## config.mk

```make
export PLATFORM = sky130hd
export DESIGN_NAME = encoder_rr_arbiter
export DESIGN_NICKNAME = d
export VERILOG_FILES = /design/src/rtl/encoder_arb_pkg.sv /design/src/rtl/rr_pick.sv /design/src/rtl/encoder_rr_arbiter.sv
export SDC_FILE = /design/constraint.sdc
export NUM_CORES = 1
export LEC_CHECK = 0
export ABC_AREA = 1
export BUFFER_PORTS_ARGS = -buffer_cell sky130_fd_sc_hd__buf_2
export CORE_MARGIN = 2
export CORE_UTILIZATION = 35
export DETAILED_ROUTE_END_ITERATION = 8
export PLACE_DENSITY = 0.56
export SLEW_MARGIN = 20
export SYNTH_ARGS = -nofsm -noshare
export SYNTH_HDL_FRONTEND = slang
export SYNTH_SLANG_ARGS = --single-unit
```

## constraint.sdc

```tcl
create_clock -name clk -period 4.3 [get_ports clk]
set_input_delay 0.43 -clock clk [delete_from_list [all_inputs] [get_ports clk]]
set_output_delay 0.43 -clock clk [all_outputs]
set_load 0.02 [all_outputs]
```

## src/rtl/encoder_arb_pkg.sv

```systemverilog
// Shared types and default sizing for the round-robin encoder arbiter.
// The state enum is also used by the bench to decode the exposed FSM state.
package encoder_arb_pkg;

   typedef enum logic [1:0] {
      IDLE  = 2'd0,
      OWN   = 2'd1,
      YIELD = 2'd2
   } arb_state_t;

   localparam int DEF_N_REQ    = 16;
   localparam int DEF_MAX_HOLD = 8;

endpackage

```

## src/rtl/rr_pick.sv

```systemverilog
// Combinational rotating-priority picker: the first set request at or after
// ptr+1 (mod N) wins; the bit at ptr itself has the lowest priority.
module rr_pick #(
   parameter int N  = 16,
   parameter int IW = $clog2(N)
) (
   input  logic [N-1:0]  req,
   input  logic [IW-1:0] ptr,
   output logic [N-1:0]  pick,
   output logic [IW-1:0] idx,
   output logic          any
);

   logic [IW-1:0] pos;

   // Walk from lowest to highest priority so the last hit is the winner.
   // Offset N truncates to ptr itself, which is the lowest-priority slot.
   always_comb begin
      idx = '0;
      pos = '0;
      for (int i = N; i >= 1; i--) begin
         pos = ptr + IW'(i);
         if (req[pos]) begin
            idx = pos;
         end
      end
      any  = |req;
      pick = any ? (N'(1) << idx) : '0;
   end

endmodule

```

## src/rtl/encoder_rr_arbiter.sv

```systemverilog
// Round-robin arbiter in front of a shared one-hot-to-binary encoder, with a
// per-owner hold limit that forces a one-cycle yield when others are waiting.
module encoder_rr_arbiter
   import encoder_arb_pkg::*;
#(
   parameter  int N_REQ    = DEF_N_REQ,
   parameter  int MAX_HOLD = DEF_MAX_HOLD,
   localparam int IDX_W    = $clog2(N_REQ),
   localparam int CNT_W    = $clog2(MAX_HOLD + 1)
) (
   input  logic             clk,
   input  logic             rst_n,
   input  logic [N_REQ-1:0] req,
   output logic [N_REQ-1:0] grant,
   output logic [IDX_W-1:0] grant_idx,
   output logic             grant_valid,
   output logic             enc_enable,
   output arb_state_t       state
);

   localparam logic [CNT_W-1:0] HOLD_LIM = CNT_W'(MAX_HOLD - 1);

   logic [CNT_W-1:0] hold_cnt;
   logic [IDX_W-1:0] last_owner;
   logic [N_REQ-1:0] pick;
   logic [IDX_W-1:0] pick_idx;
   logic             pick_any;
   logic             others_waiting;

   rr_pick #(
      .N  (N_REQ),
      .IW (IDX_W)
   ) u_pick (
      .req  (req),
      .ptr  (last_owner),
      .pick (pick),
      .idx  (pick_idx),
      .any  (pick_any)
   );

   assign others_waiting = |(req & ~grant);

   // Handshake: req is level-sensitive and may change any cycle; a requester
   // owns the encoder for every cycle its grant bit is high, and grant,
   // grant_idx, grant_valid and enc_enable always come from the same decision.
   always_ff @(posedge clk or negedge rst_n) begin
      if (!rst_n) begin
         state       <= IDLE;
         grant       <= '0;
         grant_idx   <= '0;
         grant_valid <= 1'b0;
         enc_enable  <= 1'b0;
         hold_cnt    <= '0;
         last_owner  <= IDX_W'(N_REQ - 1);
      end else begin
         case (state)
            IDLE, YIELD: begin
               if (pick_any) begin
                  state       <= OWN;
                  grant       <= pick;
                  grant_idx   <= pick_idx;
                  grant_valid <= 1'b1;
                  enc_enable  <= 1'b1;
                  hold_cnt    <= '0;
                  last_owner  <= pick_idx;
               end else begin
                  state       <= IDLE;
                  grant       <= '0;
                  grant_idx   <= '0;
                  grant_valid <= 1'b0;
                  enc_enable  <= 1'b0;
               end
            end

            OWN: begin
               if (!req[grant_idx]) begin
                  // The owner is still last_owner, so the picker already
                  // starts just past it and cannot reselect the dropped bit.
                  if (pick_any) begin
                     state       <= OWN;
                     grant       <= pick;
                     grant_idx   <= pick_idx;
                     grant_valid <= 1'b1;
                     enc_enable  <= 1'b1;
                     hold_cnt    <= '0;
                     last_owner  <= pick_idx;
                  end else begin
                     state       <= IDLE;
                     grant       <= '0;
                     grant_idx   <= '0;
                     grant_valid <= 1'b0;
                     enc_enable  <= 1'b0;
                  end
               end else if (hold_cnt >= HOLD_LIM) begin
                  if (others_waiting) begin
                     state       <= YIELD;
                     grant       <= '0;
                     grant_idx   <= '0;
                     grant_valid <= 1'b0;
                     enc_enable  <= 1'b0;
                  end
               end else begin
                  hold_cnt <= hold_cnt + CNT_W'(1);
               end
            end

            default: begin
               state       <= IDLE;
               grant       <= '0;
               grant_idx   <= '0;
               grant_valid <= 1'b0;
               enc_enable  <= 1'b0;
               hold_cnt    <= '0;
            end
         endcase
      end
   end

endmodule

```

## Word level (Yosys, flattened, before mapping)

Index checks and enable logic that the tools add are counted.

| word-level totals | value |
|---|---|
| input port bits | 18 |
| output and inout bits | 24 |
| flip-flop bits (word level) | 31 |
| logic and storage cells | 133 |

| operators by class | value |
|---|---|
| equal/unequal tests | 6 |
| magnitude comparators | 18 |
| mux-type cells | 77 |
| shifts and indexed selects | 1 |
| add/sub/neg operators | 16 |
| bitwise operators | 2 |
| reductions and logical operators | 7 |

Operator list:

| operator | number |
|---|---|
| $mux 4 | 25 |
| $lt 4x5->1 const B | 17 |
| $bmux 1 s4 | 17 |
| $mux 16 | 4 |
| $add 4x4->4 const B | 8 |
| $pmux 16 s2 | 1 |
| $reduce_or 16->1 | 2 |
| $pmux 4 s2 | 3 |
| $mux 1 | 22 |
| $add 4x3->4 const B | 4 |
| $and 16x16->16 | 1 |
| $not 16->16 | 1 |
| $shl 1x4->16 const A | 1 |
| $ne 3x3->1 const B | 3 |
| $add 4x1->4 const B | 2 |
| $add 4x2->4 const B | 2 |
| $mux 2 | 3 |
| $ge 4x3->1 const B | 1 |
| $pmux 2 s2 | 1 |
| $reduce_and 2->1 | 2 |
| $eq 2x1->1 const B | 1 |
| $eq 2x2->1 const B | 1 |
| $logic_not 2->1 | 1 |
| $ne 2x2->1 const B | 1 |
| 3 further kinds | 3 |

## Depth between registers and ports, before layout

Gate-level depths: netlist of run 1.

| depth | value |
|---|---|
| word-level depth | 22 |
| gate-level depth with buffers | 33 |
| mapped depth without buffers | 32 |

## Cells and area by module

Synthesis of run 1 repeated with hierarchy kept, for this count alone.

| unflattened totals | value |
|---|---|
| cell total of the unflattened synthesis | 613 |
| area, all modules | 3587.2 sq um |

Modules (own cells, without submodules):

| module | instances | cells each | seq. area each (sq um) | area an instance (sq um) |
|---|---|---|---|---|
| rr_pick | 1 | 385 | 0.0 | 1805.5 |
| encoder_rr_arbiter | 1 | 228 | 755.7 | 1781.7 |

## Worst setup path after synthesis of run 1

OpenSTA, ideal clock, no wires.

| timing path | value |
|---|---|
| kind | register to register |
| from | register last_owner[1] |
| to | register grant[12] |
| buffers on the path | 2 |
| stages on the path, launching flop included | 31 |
| clock period less this slack | 2.978 ns |
| data required time | 4.182 ns |
| data arrival time | 2.861 ns |
| setup time | 0.118 ns |
| slack | 1.322 ns |
| cell sequence | dfstp_2 > inv_1 > buf_2 > ha_1 > inv_1 > buf_2 > nand3_1 > nand3_1 > nand2_1 > nand2_1 > nand2_2 > inv_2 > nand2_1 > nand2_1 > nand2_1 > nand2_1 > nand2_1 > nand2_1 > nand2_1 > nand2_1 > nand2_1 > nand2_1 > nand2_1 > nand2_1 > nand2_1 > nand2_1 > nand2_2 > a21oi_1 > nor2_2 > nand3_1 > nand2_1 |

| on the way | value |
|---|---|
| cells in the longest elaborated chain, start to end | 22 |
| elaborated cells on any way between the ends | 67 |
| those cells by class | 15 x add/sub; 1 x shift; 51 x mux |

Ends and longest elaborated chain:

| element | line | source |
|---|---|---|
| from (decl) | encoder_rr_arbiter.sv:24 | `logic [IDX_W-1:0] last_owner;` |
| from (signal assigned) | encoder_rr_arbiter.sv:54 | `last_owner <= IDX_W'(N_REQ - 1);` |
| from (signal assigned) | encoder_rr_arbiter.sv:65 | `last_owner <= pick_idx;` |
| from (signal assigned) | encoder_rr_arbiter.sv:86 | `last_owner <= pick_idx;` |
| $add 4x4->4 / $bmux 1 s4 (equally long branches) | rr_pick.sv:22, rr_pick.sv:23 |  |
| $bmux 1 s4 / $mux 1 (equally long branches) | rr_pick.sv:23 | `if (req[pos]) begin` |
| $mux 1 (implied by the code) / $mux 4 (equally long branches) | rr_pick.sv:23 |  |
| $mux 4 (14 in series) | rr_pick.sv:23 |  |
| $mux 4 (*) | rr_pick.sv:23 |  |
| $shl 1x4->16 (*) | rr_pick.sv:28 | `pick = any ? (N'(1) << idx) : '0;` |
| $mux 16 (*) | encoder_rr_arbiter.sv:58, encoder_rr_arbiter.sv:79 |  |
| $mux 16 | encoder_rr_arbiter.sv:76 | `if (!req[grant_idx]) begin` |
| $pmux 16 s2 (*) | encoder_rr_arbiter.sv:56 | `case (state)` |
| to (signal assigned) | encoder_rr_arbiter.sv:60 | `grant <= pick;` |
| to (signal assigned) | encoder_rr_arbiter.sv:81 | `grant <= pick;` |
| to (decl) | encoder_rr_arbiter.sv:14 | `output logic [N_REQ-1:0] grant,` |

Every way passes the cells marked *; elsewhere a longest branch is shown, timed or not. The select of a mux whose other input is x is not followed.
A chain may end at the register's enable or synchronous reset.

## Worst setup path after layout of run 1

| timing path | value |
|---|---|
| from | register last_owner[1] |
| to | register grant[9] |

The elaborated chain is that of the path after synthesis.

==> results_tabular.tex, run 1 <==
\begin{tabular}{lr}
\hline
Metric & Value \\
\hline
\multicolumn{2}{l}{\textbf{CTS}} \\
\quad Clock transition time at the flip-flop clock pins of the worst setup and hold paths & 70 ps \\
\quad Root Buffer Master & clkbuf\_8 \\
\quad CTS buffer count & 5 \\
\quad Worst skew pair latency & 280 ps \\
\quad TritonCTS Sinks & 30 \\
\quad CTS tree & yes \\
\quad Maximum buffer depth of the clock tree & 2 \\
\quad Total number of H-tree levels & 2 \\
\multicolumn{2}{l}{\textbf{Run}} \\
\quad Max-Cap Viols & 0 \\
\multicolumn{2}{l}{\textbf{Worst setup path}} \\
\quad Crit-path slowest cell & dfstp\_2 \\
\quad Worst Setup Start Kind & flip-flop \\
\quad Arrival time worst endpoint & 4060 ps \\
\quad Critical Path Sink Type & flip-flop \\
\quad Crit Path Class & reg -> reg \\
\quad Largest fanout on the critical path & 15 \\
\quad Crit path required time & roughly 4500 ps \\
\quad Cell with the most instances on the worst path & nand2\_1 \\
\quad Max stage delay on crit path & $\sim$760 ps \\
\multicolumn{2}{l}{\textbf{Yosys}} \\
\quad Syn Nets & around 600 \\
\quad Post-synth cell types & 36 \\
\quad Dominant cell type by area after synthesis & nand2\_1 \\
\quad Flip-flop and latch count after synthesis & 30 \\
\quad Mapped Area & 3432 sq um \\
\quad Count of warnings emitted by yosys & 0 \\
\quad Synth top area cells & nand2\_1, dfrtp\_1, nand3\_1 \\
\quad Average size of a mapped cell & 5.907 sq um \\
\quad Area share of the leading cell type in the synthesized netlist & 22.20\% \\
\quad Share of the yosys chip area belonging to registers & 22.02\% \\
\quad Count of mapped cells out of synthesis & 581 \\
\multicolumn{2}{l}{\textbf{Global route}} \\
\quad Largest net degree at the start of global routing & 31 \\
\quad Number of antenna violations at the first check in global routing & 0 \\
\quad Total gr overflow & 0 \\
\quad All-layer global routing usage & 23.23\% \\
\quad Via count of the first global-routing pass & roughly 3.7k \\
\quad First-pass GRT wire length & 19.00 mm \\
\multicolumn{2}{l}{\textbf{Routing}} \\
\quad Total Routed Length & 11.59 mm \\
\quad Iter 0 DRT Violations & 255 \\
\quad Drt wl/cell & roughly 15 microns \\
\quad Antenna-violating nets left & 0 \\
\quad Total vias in the final route & 3884 \\
\quad First-pass iteration count of the detailed router & 5 \\
\quad Vias per Instance & slightly above 5 \\
\quad Residual DRC count & 0 \\
\multicolumn{2}{l}{\textbf{Floorplan}} \\
\quad \# rows & 36 \\
\quad Overall die area & 10610 sq um \\
\quad Placeable core area & 9639 sq um \\
\quad Die width & 103.0 microns \\
\quad Starting Density & between 30 and 40\% \\
\quad Boundary pin count & 42 \\
\quad Die Height & 103.0 microns \\
\multicolumn{2}{l}{\textbf{Cells and area}} \\
\quad Most frequent standard cell in the layout excluding fill and tap cells & nand2\_1 \\
\quad Area added between synthesis and finish & 11.81\% \\
\quad Antenna diode count & 0 \\
\quad Fraction of layout instances using a drive strength above 1 & about 17\% \\
\quad Top library cells by usage in the layout, fill and taps aside & nand2\_1, nand3\_1, inv\_1 \\
\quad Count of nets after finishing & approximately 650 \\
\multicolumn{2}{l}{\textbf{STA}} \\
\quad Peak clock frequency supported by timing & 0.2604 GHz \\
\quad Share of the cycle needed by the critical path after routing & 89.32\% \\
\quad Final critical path time including I/O delays and setup & 3841 ps \\
\quad Final Hold Fails & 0 \\
\quad Setup repair after global routing missed its margin & false \\
\quad Final count of negative-setup-slack endpoints & 0 \\
\quad Final Skew & 6.552 ps \\
\quad Total count of max-transition violations in the final report & 0 \\
\quad Final setup TNS & 0 ps \\
\quad Slew at the pin with the worst max-slew slack & 682.7 ps \\
\quad Normalized max-slew margin & 54.48\% \\
\multicolumn{2}{l}{\textbf{Placed design}} \\
\quad Detailed-placement wirelength estimate & roughly 9.2 mm \\
\quad Count of input and output buffers & about 40 \\
\quad Routability Congestion & 0.9857 \\
\multicolumn{2}{l}{\textbf{Status}} \\
\quad Status & complete, no violations \\
\multicolumn{2}{l}{\textbf{Worst hold path}} \\
\quad Worst min-delay path class & in -> async \\
\hline
\end{tabular}
-- critical path, delay by kind of cell (launching register included) --
family                   cells  cell delay, ps
flip-flops                   1             760
adder cells (fa/ha/maj)      1             580
AND/OR/NAND/NOR             24            1840
buffers and inverters        4             610
-- sequential cells by signal (all words and copies together) (netlist names) --
name	cells
grant_idx	4
state	2
last_owner	4
hold_cnt	4
grant	16
-- final timing paths --
kind / depth (start not counted) / slack, ps / start / endpoint
worst max-delay path: 29 / 460 / last_owner[1] / grant[9]
worst min-delay path: 1 / 190 / rst_n / hold_cnt[1]
worst max register to register: 29 / 460 / last_owner[1] / grant[9]
worst min register to register: 2 / 510 / grant[5] / grant[5]
max in group asynchronous: 1 / 3680 / rst_n / grant_idx[2]
min in group clk: 2 / 510 / grant[5] / grant[5]
-- final cells by class --
type | count | area (sq um)
repair buffers | 48 | 257.7
clock buffers | 7 | 86.33
fillers | 1124 | 5802
clock inverters | 1 | 5.005
flip-flops and latches | 30 | 755.7
well taps | 133 | 166.4
multi-input cells | 451 | 2240
inverters | 84 | 326.6
-- synth_stat cells --
cell type,count
xor2_1,1
buf_8,1
buf_6,3
o21ai_0,31
a31o_2,1
inv_2,9
nand2_2,14
buf_2,7
nand2_4,4
o21ai_2,2
nand4_1,3
a21oi_2,2
nor2_1,17
xor2_4,2
dfrtp_1,26
inv_4,3
dfstp_2,4
nor4_1,1
buf_4,3
clkbuf_1,2
a21oi_1,42
o22ai_1,11
nand2_1,203
o21ai_1,5
xor2_2,2
a21oi_4,1
xnor2_1,1
nor2_2,2
nor3_1,3
nand3_1,89
o21bai_1,1
ha_1,8
nor2_4,3
o21a_1,1
nand3_2,1
inv_1,72
-- what timing repair did --
| action | 4_1_cts | 5_1_grt |
|---|---|---|
| setup endpoints to repair | 0 | 2 |
| gates resized for setup | 0 | 1 |
| setup buffers | 0 | 4 |
| hold buffers | 0 | 0 |
-- logic make-up (layout without fill, tap and decap cells) --
| kind of cell | count (synthesis) | in the layout | share of synthesized area [%] |
|---|---|---|---|
| compound gates | 97 | 97 | 15.57 |
| xor+xnor | 6 | 6 | 3.062 |
| fa+ha+maj | 8 | 8 | 2.917 |
| buf+inv | 100 | 140 | 12.72 |
| flops | 30 | 30 | 22.02 |
| simple gates | 340 | 340 | 43.71 |
-- through the flow --
step	area (sq um)	std cells	util, %	hold slack (ps)	worst slack (ps)
floorplan	3432	581	-	134.4	1322
global placement	3712	742	38.51	505.4	559.9
detailed placement	3712	742	38.51	494.9	476.9
CTS	3804	750	39.46	202.0	459.7
global route	3837	754	39.81	237.4	70.71
finish	3837	754	39.81	186.3	459.1
-- metal layers --
layer | track usage [%] | share of wire (%) | vias to the layer above
li1 | - | - | 1947
met4 | 8.198 | 3.0 | 0
met2 | 38.36 | 44 | 144
met3 | 1.966 | 5.5 | 31
met5 | 0 | 0 | -
met1 | 31.83 | 47 | 1762
Power of run 1 is not shown: default switching activity piles up to over one toggle a cycle in this logic, so the estimate is an artifact.
==> run 2, diff against run 1 <==
--- a/config.mk
+++ b/config.mk
@@ -7,6 +7,7 @@
 export LEC_CHECK = 0
 export ABC_AREA = 1
 export BUFFER_PORTS_ARGS = -buffer_cell sky130_fd_sc_hd__buf_2
+export CORE_ASPECT_RATIO = 1.75
 export CORE_MARGIN = 2
 export CORE_UTILIZATION = 35
 export DETAILED_ROUTE_END_ITERATION = 8
==> results_tabular.tex, run 2 (synthesis gave the netlist of run 1 again) <==
\begin{tabular}{lr}
\hline
Metric & Value \\
\hline
\multicolumn{2}{l}{\textbf{Cells and area}} \\
\quad Fillcell total & 1081 \\
\quad Area used by multi-input combinational logic & about 2200 sq um \\
\quad Largest register FFs & 16 \\
\quad Largest register by flop count & grant \\
\quad Antenna diode count & 0 \\
\quad Count of nets after finishing & 644 \\
\quad Top library cells by usage in the layout, fill and taps aside & nand2\_1, nand3\_1, inv\_1 \\
\quad Area added between synthesis and finish & 12.50\% \\
\quad Most frequent standard cell in the layout excluding fill and tap cells & nand2\_1 \\
\quad Fraction of layout instances using a drive strength above 1 & 16.64\% \\
\quad Final Non-Filler Cells & 741 \\
\quad Area occupied by registers & 755.7 sq um \\
\multicolumn{2}{l}{\textbf{Worst setup path}} \\
\quad Cell with the most instances on the worst path & nand2\_1 \\
\quad Largest fanout on the critical path & 15 \\
\quad Count of buffer and inverter cells on the critical path & 2 \\
\quad Crit-path slowest cell & dfstp\_2 \\
\quad Arrival time worst endpoint & 4070 ps \\
\quad Crit path required time & 4520 ps \\
\quad Crit Path Class & reg -> reg \\
\quad Critical Path Sink Type & flip-flop \\
\quad Largest delay share family, worst path & simple AND/OR/NAND/NOR gates \\
\quad Max stage delay on crit path & 730 ps \\
\quad Worst Setup Start Kind & flip-flop \\
\multicolumn{2}{l}{\textbf{Global route}} \\
\quad Largest net degree at the start of global routing & 31 \\
\quad All-layer global routing usage & between 20\% and 30\% \\
\quad First-pass GRT wire length & 18.87 mm \\
\quad Via count of the first global-routing pass & 3787 \\
\quad Total gr overflow & 0 \\
\quad Number of antenna violations at the first check in global routing & 0 \\
\multicolumn{2}{l}{\textbf{Routing}} \\
\quad Total Routed Length & 11.95 mm \\
\quad Total vias in the final route & 3922 \\
\quad First-pass iteration count of the detailed router & 5 \\
\quad Residual DRC count & 0 \\
\quad Vias per Instance & 5.293 \\
\quad Drt wl/cell & between 15 and 20 microns \\
\quad Antenna-violating nets left & 0 \\
\quad Iter 0 DRT Violations & $\sim$230 \\
\multicolumn{2}{l}{\textbf{CTS}} \\
\quad CTS buffer count & 5 \\
\quad TritonCTS Sinks & 30 \\
\quad Clock transition time at the flip-flop clock pins of the worst setup and hold paths & 50 ps \\
\quad Post\_cts resized & 0 \\
\quad Worst skew pair latency & 280 ps \\
\quad Post-CTS Setup Repair Bufs & 0 \\
\quad Root Buffer Master & clkbuf\_16 \\
\quad Total number of H-tree levels & 2 \\
\quad CTS tree & yes \\
\quad Total of hold buffers inserted after clock tree synthesis & 0 \\
\quad Maximum buffer depth of the clock tree & 2 \\
\multicolumn{2}{l}{\textbf{Placed design}} \\
\quad Count of input and output buffers & between 40 and 50 \\
\quad DP Cell Count & around 730 \\
\quad Detailed-placement wirelength estimate & 9.880 mm \\
\quad Post-Place Worst Slack & between 400 and 500 ps \\
\quad Routability Congestion & a little under 1 \\
\multicolumn{2}{l}{\textbf{STA}} \\
\quad Final critical path time including I/O delays and setup & $\sim$3800 ps \\
\quad Setup repair after global routing missed its margin & false \\
\quad Final Hold Fails & 0 \\
\quad Slew at the pin with the worst max-slew slack & 710.6 ps \\
\quad Share of the cycle needed by the critical path after routing & 89.50\% \\
\quad Final setup TNS & 0 ps \\
\quad Worst setup slack after layout & around 450 ps \\
\quad Total count of max-transition violations in the final report & 0 \\
\quad Final count of negative-setup-slack endpoints & 0 \\
\quad WHS & 199.3 ps \\
\quad Peak clock frequency supported by timing & roughly 0.26 GHz \\
\quad Normalized max-slew margin & 52.62\% \\
\quad Final Skew & 3.776 ps \\
\multicolumn{2}{l}{\textbf{Floorplan}} \\
\quad Boundary pin count & 42 \\
\quad \# rows & 47 \\
\quad Die Height & 135.0 microns \\
\quad Die width & between 70 and 80 microns \\
\quad Overall die area & 10650 sq um \\
\quad Placeable core area & 9527 sq um \\
\quad Starting Density & around 36\% \\
\multicolumn{2}{l}{\textbf{Worst hold path}} \\
\quad Worst min-delay path class & in -> async \\
\multicolumn{2}{l}{\textbf{Run}} \\
\quad Max-Cap Viols & 0 \\
\multicolumn{2}{l}{\textbf{Status}} \\
\quad Status & complete, no violations \\
\hline
\end{tabular}
## run 2: worst paths after layout
path / startpoint / slack [ps] / cells after the start / endpoint
worst min register to register: grant[5] / 510 / 2 / grant[5]
max in group asynchronous: rst_n / 3640 / 1 / hold_cnt[2]
worst max-delay path: last_owner[1] / 450 / 25 / grant[12]
worst min-delay path: rst_n / 200 / 1 / grant[15]
min in group clk: grant[5] / 510 / 2 / grant[5]
worst max register to register: last_owner[1] / 450 / 25 / grant[12]
## run 2: stage by stage
stage / area (sq um) / utilization, %
2_1_floorplan: 3432 / -
3_3_place_gp: 3714 / 38.98
3_5_place_dp: 3714 / 38.98
4_1_cts: 3861 / 40.53
5_1_grt: 3861 / 40.53
6_report: 3861 / 40.53
## run 2: worst reg2reg max path, cell delays in order (launching register included)
cell	delay [ps]
dfstp_2	730
inv_1	240
ha_1	340
inv_1	390
nand3_1	180
nand3_1	110
nand2_1	90
nand2_1	100
nand3_1	70
nand3_1	110
nand3_1	80
nand3_1	70
nand2_1	50
nand2_1	50
nand2_1	50
nand2_1	50
nand2_1	60
nand2_1	50
nand2_1	50
nand2_1	60
nand2_1	60
nand2_1	60
nand2_1	80
a21oi_2	440
nand3_1	150
nand2_1	80
## run 2: cell type report
class                           instances  area share [%]
Tap cell                              122           3.953
Clock buffer                            7           3.694
Timing Repair Buffer                   46           6.286
Multi-Input combinational cell        451           58.00
Sequential cell                        30           19.57
Clock inverter                          1          0.1296
Inverter                               84           8.360
## run 2: metal layers
layer  GRT usage (%)  vias to the layer above  part of all wire (%)
met2           42.97                      149                    53
met5               0                        -                     0
li1                -                     1943                     -
met1           22.95                     1780                    35
met4           18.58                        0                   8.0
met3           2.206                       50                   3.5
Power of run 2 is left out for the same reason.
